<file path="src/rtl/param_shift_engine_if.sv">
`default_nettype none
// ============================================================================
// Module   : param_shift_engine_if
// Purpose  : Host-side control/data bundle for param_shift_engine.
//            master = host / control FSM, slave = shift engine.
// Signals  : p_load/p_data   parallel load request and value
//            start/dir/mode/amount  job request (latched by engine)
//            s_in            serial fill bit for logical shifts
//            abort           terminate an in-flight job
//            p_out/s_out     data register and next shifted-out bit
//            busy/done       job status (busy in SHIFT, done one cycle)
//            remaining       steps still to perform
// Revision : 1.0 - initial release
// ============================================================================
interface param_shift_engine_if #(
  parameter int WIDTH = 16,
  parameter int CNT_W = 5
);
  logic             p_load;
  logic [WIDTH-1:0] p_data;
  logic             start;
  logic             dir;
  logic [1:0]       mode;
  logic [CNT_W-1:0] amount;
  logic             s_in;
  logic             abort;
  logic [WIDTH-1:0] p_out;
  logic             s_out;
  logic             busy;
  logic             done;
  logic [CNT_W-1:0] remaining;

  modport master (
    output p_load, p_data, start, dir, mode, amount, s_in, abort,
    input  p_out, s_out, busy, done, remaining
  );

  modport slave (
    input  p_load, p_data, start, dir, mode, amount, s_in, abort,
    output p_out, s_out, busy, done, remaining
  );
endinterface
`default_nettype wire

</file>
<file path="src/rtl/param_shift_engine.sv">
`default_nettype none
// ============================================================================
// Module   : param_shift_engine
// Purpose  : Parametrised load/shift/rotate register with a one-position-
//            per-clock step sequencer (IDLE -> SHIFT -> DONE), abort, and
//            logical / rotate / arithmetic / hold modes.
// Ports    : clk    rising-edge clock
//            reset  synchronous, active-high reset
//            bus    param_shift_engine_if.slave (see interface file)
// Revision : 1.0 - initial release
// ============================================================================
module param_shift_engine #(
  parameter int WIDTH = 16,
  parameter int CNT_W = 5
) (
  input  wire logic            clk,
  input  wire logic            reset,
  param_shift_engine_if.slave  bus
);

  localparam logic [1:0] c_S_IDLE  = 2'd0;
  localparam logic [1:0] c_S_SHIFT = 2'd1;
  localparam logic [1:0] c_S_DONE  = 2'd2;

  localparam logic [1:0] c_MODE_LOG = 2'b00;
  localparam logic [1:0] c_MODE_ROT = 2'b01;
  localparam logic [1:0] c_MODE_ARI = 2'b10;

  logic [1:0]       r_state;
  logic [1:0]       w_state_nxt;
  logic [WIDTH-1:0] r_data;
  logic [CNT_W-1:0] r_rem;
  logic             r_dir;
  logic [1:0]       r_mode;
  logic [WIDTH-1:0] w_step;
  logic             w_dir_eff;

  // --------------------------------------------------------------------------
  // State register
  // --------------------------------------------------------------------------
  always_ff @(posedge clk) begin
    if (reset) begin
      r_state <= c_S_IDLE;
    end else begin
      r_state <= w_state_nxt;
    end
  end

  // --------------------------------------------------------------------------
  // Next-state logic
  // --------------------------------------------------------------------------
  always_comb begin
    w_state_nxt = r_state;
    case (r_state)
      c_S_IDLE: begin
        // A load in the same cycle as start wins and the start is dropped.
        if (!bus.p_load && bus.start) begin
          w_state_nxt = (bus.amount != '0) ? c_S_SHIFT : c_S_DONE;
        end
      end
      c_S_SHIFT: begin
        if (bus.abort) begin
          w_state_nxt = c_S_IDLE;
        end else if (r_rem <= CNT_W'(1)) begin
          w_state_nxt = c_S_DONE;
        end
      end
      c_S_DONE:  w_state_nxt = c_S_IDLE;
      default:   w_state_nxt = c_S_IDLE;
    endcase
  end

  // --------------------------------------------------------------------------
  // Single-position step of the data register using the latched job settings.
  // Left arithmetic is a plain zero-filling shift.
  // --------------------------------------------------------------------------
  always_comb begin
    w_step = r_data;
    case (r_mode)
      c_MODE_LOG: w_step = r_dir ? {bus.s_in, r_data[WIDTH-1:1]}
                                 : {r_data[WIDTH-2:0], bus.s_in};
      c_MODE_ROT: w_step = r_dir ? {r_data[0], r_data[WIDTH-1:1]}
                                 : {r_data[WIDTH-2:0], r_data[WIDTH-1]};
      c_MODE_ARI: w_step = r_dir ? {r_data[WIDTH-1], r_data[WIDTH-1:1]}
                                 : {r_data[WIDTH-2:0], 1'b0};
      default:    w_step = r_data;
    endcase
  end

  // --------------------------------------------------------------------------
  // Datapath: data register, step counter and latched job settings
  // --------------------------------------------------------------------------
  always_ff @(posedge clk) begin
    if (reset) begin
      r_data <= '0;
      r_rem  <= '0;
      r_dir  <= 1'b0;
      r_mode <= 2'b00;
    end else begin
      case (r_state)
        c_S_IDLE: begin
          if (bus.p_load) begin
            r_data <= bus.p_data;
          end else if (bus.start) begin
            r_dir  <= bus.dir;
            r_mode <= bus.mode;
            r_rem  <= bus.amount;
          end
        end
        c_S_SHIFT: begin
          // Abort keeps the partial result but discards the outstanding count.
          if (bus.abort) begin
            r_rem <= '0;
          end else begin
            r_data <= w_step;
            r_rem  <= r_rem - CNT_W'(1);
          end
        end
        default: begin
        end
      endcase
    end
  end

  // --------------------------------------------------------------------------
  // Outputs. In IDLE no job is latched, so s_out follows the live dir.
  // --------------------------------------------------------------------------
  assign w_dir_eff = (r_state == c_S_IDLE) ? bus.dir : r_dir;

  always_comb begin
    bus.p_out     = r_data;
    bus.remaining = r_rem;
    bus.busy      = (r_state == c_S_SHIFT);
    bus.done      = (r_state == c_S_DONE);
    bus.s_out     = w_dir_eff ? r_data[0] : r_data[WIDTH-1];
  end

endmodule
`default_nettype wire

</file>
<file path="src/flat_wrapper.sv">
// flat-port wrapper written by rule: the top's interface ports become plain ports
module param_shift_engine_flat 
#(
  parameter int WIDTH = 16,
  parameter int CNT_W = 5
)
  (clk, reset, bus_p_load, bus_p_data, bus_start, bus_dir, bus_mode, bus_amount, bus_s_in, bus_abort, bus_p_out, bus_s_out, bus_busy, bus_done, bus_remaining);
  param_shift_engine_if #(.WIDTH(WIDTH), .CNT_W(CNT_W)) bus_i ();
  input  wire logic clk;
  input  wire logic reset;
  input wire logic [$bits(bus_i.p_load)-1:0] bus_p_load;
  input wire logic [$bits(bus_i.p_data)-1:0] bus_p_data;
  input wire logic [$bits(bus_i.start)-1:0] bus_start;
  input wire logic [$bits(bus_i.dir)-1:0] bus_dir;
  input wire logic [$bits(bus_i.mode)-1:0] bus_mode;
  input wire logic [$bits(bus_i.amount)-1:0] bus_amount;
  input wire logic [$bits(bus_i.s_in)-1:0] bus_s_in;
  input wire logic [$bits(bus_i.abort)-1:0] bus_abort;
  output wire logic [$bits(bus_i.p_out)-1:0] bus_p_out;
  output wire logic [$bits(bus_i.s_out)-1:0] bus_s_out;
  output wire logic [$bits(bus_i.busy)-1:0] bus_busy;
  output wire logic [$bits(bus_i.done)-1:0] bus_done;
  output wire logic [$bits(bus_i.remaining)-1:0] bus_remaining;
  assign bus_i.p_load = bus_p_load;
  assign bus_i.p_data = bus_p_data;
  assign bus_i.start = bus_start;
  assign bus_i.dir = bus_dir;
  assign bus_i.mode = bus_mode;
  assign bus_i.amount = bus_amount;
  assign bus_i.s_in = bus_s_in;
  assign bus_i.abort = bus_abort;
  assign bus_p_out = bus_i.p_out;
  assign bus_s_out = bus_i.s_out;
  assign bus_busy = bus_i.busy;
  assign bus_done = bus_i.done;
  assign bus_remaining = bus_i.remaining;
  param_shift_engine #(.WIDTH(WIDTH), .CNT_W(CNT_W)) u_core (.clk(clk), .reset(reset), .bus(bus_i));
endmodule
</file>
<file path="config.mk">
export PLATFORM = sky130hd
export DESIGN_NAME = param_shift_engine_flat
export DESIGN_NICKNAME = d
export VERILOG_FILES = /design/src/rtl/param_shift_engine_if.sv /design/src/rtl/param_shift_engine.sv /design/src/flat_wrapper.sv
export SDC_FILE = /design/constraint.sdc
export NUM_CORES = 1
export LEC_CHECK = 0
export ABC_CLOCK_PERIOD_IN_PS = 2900
export CAP_MARGIN = 15
export CORE_MARGIN = 1
export CORE_UTILIZATION = 49
export CTS_CLUSTER_DIAMETER = 50
export DETAILED_ROUTE_END_ITERATION = 10
export HOLD_SLACK_MARGIN = 0.12
export PLACE_DENSITY = 0.95
export SLEW_MARGIN = 20
export SYNTH_ARGS = -nofsm -noshare
export SYNTH_HDL_FRONTEND = slang
export SYNTH_SLANG_ARGS = --single-unit
</file>
<file path="constraint.sdc">
create_clock -name clk -period 2.9 [get_ports clk]
set_clock_uncertainty 0.05 [all_clocks]
set_input_delay 0.58 -clock clk [delete_from_list [all_inputs] [get_ports clk]]
set_output_delay 0.58 -clock clk [all_outputs]
set_load 0.005 [all_outputs]
</file>
==> results.sh <==
export IMPL_status="complete, no violations"
export IMPL_antenna_left=0
export IMPL_cts_buffers=3
export IMPL_syn_inst=193
export IMPL_fmax_mhz=367
export IMPL_synthArstFlopShare_pct=0
export IMPL_critPathKind="flip-flop to output port"
export IMPL_min_period_over_period_pct=94.0
export IMPL_fin_tns_setup_ns=0
export IMPL_final_layout_size_suffix_gt1_share_pct=5.81
export IMPL_critPathMaxFanout=12
export IMPL_clk_pin_slew_worst_paths_ns=0.13
export IMPL_root_buffer="clkbuf_4"
export IMPL_netlist_area_um2=1640
export IMPL_grt_overflow=0
export IMPL_gp_congestion=0.856
export IMPL_grt_util_all_layers_pct=23.1
export IMPL_clock_latency_ns=0.32
export IMPL_antenna_found_initial=0
export IMPL_routed_via_density=5.71
export IMPL_place_hpwl_um=2970
export IMPL_final_cell_mix="clkdlybuf4s50_1 (53), nor2_1 (27), dfxtp_1 (26)"
export IMPL_ys_types=37
export IMPL_firstDrtPassIters=4
export IMPL_reg2reg_from="u_core.r_state[0]"
export IMPL_vias=1627
export IMPL_io_buffers=53
export IMPL_whs_endpoint="u_core.bus.remaining[4]"
export IMPL_core_area_um2=3100
export IMPL_grt_max_degree=21
export IMPL_drc_errors=0
export IMPL_fill_cells=254
export IMPL_cts_tree="built"
export IMPL_r2r_end="u_core.bus.p_out[2]"
export IMPL_die_h_um=59.8
export IMPL_power_density_nw_per_um2=372
export IMPL_initial_utilization_pct=52.7
export IMPL_fin_util_pct=71.0
export IMPL_final_hold_violation_count=0
export IMPL_maxCapViolCount=0
export IMPL_cp_data_required_time_ns=2.27
export IMPL_seq_area_frac_synth_pct=31.8
export IMPL_post_drt_wl_per_cell_um=13.7
export IMPL_dieArea_um2=3570
export IMPL_critPathArrivalTime_ns=2.10
export IMPL_power_mw=0.820
export IMPL_slew_viol_final=0
export IMPL_worst_r2r_cell_count=6
export IMPL_hold_start="u_core.bus.remaining[4]"
export IMPL_ys_ff_latch=26
export IMPL_hold_depth=2
export IMPL_rows=20
export IMPL_areaGrowthSynthToFinish_pct=34.8
export IMPL_ctsHoldBuffers=0
export IMPL_setup_viol=0
export IMPL_hold_ws_ns=0.473
export IMPL_slew_headroom_pct=54.1
export IMPL_crit_path_start_kind="flip-flop"
export IMPL_h_tree_depth=1
export IMPL_grt_pass1_wl_um=6440
export IMPL_dr_first_iter_drc_count=114
export IMPL_end_kind="output port"
export IMPL_avgSynthCellArea_um2=8.47
export IMPL_synth_nets=228
export IMPL_synth_top_flop_cell="dfxtp_1"
export IMPL_vdd_drop_max_v=0.000312
export IMPL_wl_um=3900
export IMPL_rrSetupSlack_ns=0.81
export IMPL_final_common_cell="clkdlybuf4s50_1"
export IMPL_diodes=0
export IMPL_leakage_nw=0.789
export IMPL_cts_resized_gates=0
export IMPL_dieWidth_um=59.8
export IMPL_synth_edf_count=0
export IMPL_clockBufferDepth=2
export IMPL_synth_warnings=0
export IMPL_fin_nets=278
export IMPL_period_needed_ns=2.73
export IMPL_max_slew_worst_pin_slew_ns=0.683
export IMPL_rsz0062_at_grt="false"
export IMPL_min_path_type="flip-flop to flip-flop"
export IMPL_clock_sinks=26
export IMPL_post_cts_repair_setup_buffers=0
export IMPL_first_global_vias=1442
export IMPL_num_io_pins=54
worst max-delay path: stages, from the launching register on:
cell,delay (ns)
dfxtp_1,0.44
nor2_1,0.31
mux2i_1,0.24
mux2_2,0.34
clkdlybuf4s50_1,0.44
layer usage:
metal / track usage, % / wire length, um / vias up
met5: 0 / 0 / -
met2: 38.9 / 1850 / 55
met4: 5.98 / 38 / 0
met3: 2.81 / 226 / 4
met1: 31.2 / 1780 / 753
li1: - / - / 815
power breakdown:
group | total [mW] | internal [mW] | switching, mW
clock network | 0.152 | 0.0487 | 0.104
registers | 0.414 | 0.385 | 0.0291
logic | 0.254 | 0.146 | 0.108
worst max path at each step:
| stage | startpoint | endpoint | cells past startpoint |
|---|---|---|---|
| after floorplan | u_core.r_state[0] | bus_s_out | 4 |
| after global placement | bus_dir | bus_s_out | 4 |
| after detailed placement | bus_dir | bus_s_out | 4 |
| after CTS | u_core.r_state[0] | bus_s_out | 4 |
| after global routing | u_core.r_state[0] | bus_s_out | 4 |
| final | u_core.r_state[0] | bus_s_out | 4 |
logic make-up after synthesis:
logic type / count (synthesis) / share of synthesized area [%]
AOI/OAI and AO/OA: 69 / 29.8
muxes: 21 / 12.9
adders and majority gates: 5 / 3.83
DFF: 26 / 31.8
buffers and inverters: 22 / 7.12
and+or+nand+nor: 50 / 14.5
synth_stat cells, drive strengths merged (2+ instances only):
master | n | area [um^2]
a211o | 2 | 17.5
nand2b | 6 | 37.5
a221oi | 2 | 17.5
nand2 | 6 | 22.5
nand3 | 2 | 10.0
o21ai | 16 | 80.1
inv | 8 | 32.5
nor3 | 3 | 15.0
buf | 7 | 57.6
a2111o | 12 | 135
mux2i | 20 | 200
a211oi | 3 | 22.5
a21o | 2 | 15.0
a32o | 3 | 30.0
ha | 5 | 62.6
nor2 | 27 | 101
dfxtp | 26 | 521
a21oi | 22 | 110
clkbuf | 7 | 26.3
flip-flops by register name, summed over array words and instances, names as in the netlist:
name	flops
u_core.r_dir	1
u_core.bus.p_out	16
u_core.bus.remaining	5
u_core.r_mode	2
u_core.r_state	2
metrics by stage:
stage	instance area, um^2	setup slack (ns)	cells
floorplan	1640	1.07	193
global placement	2180	0.353	282
detailed placement	2180	0.311	282
CTS	2200	0.151	285
global route	2200	0.0414	285
finish	2200	0.173	285
final cells by class:
class                   count  area, um^2  area share [%]
flip-flops and latches     26         520            23.6
repair buffers             59         576            26.1
multi-input cells         145         998            45.3
clock buffers               3        22.5            1.02
well taps                  44        55.1            2.50
inverters                   8        32.5            1.48
(Power assumes the default switching activity.)
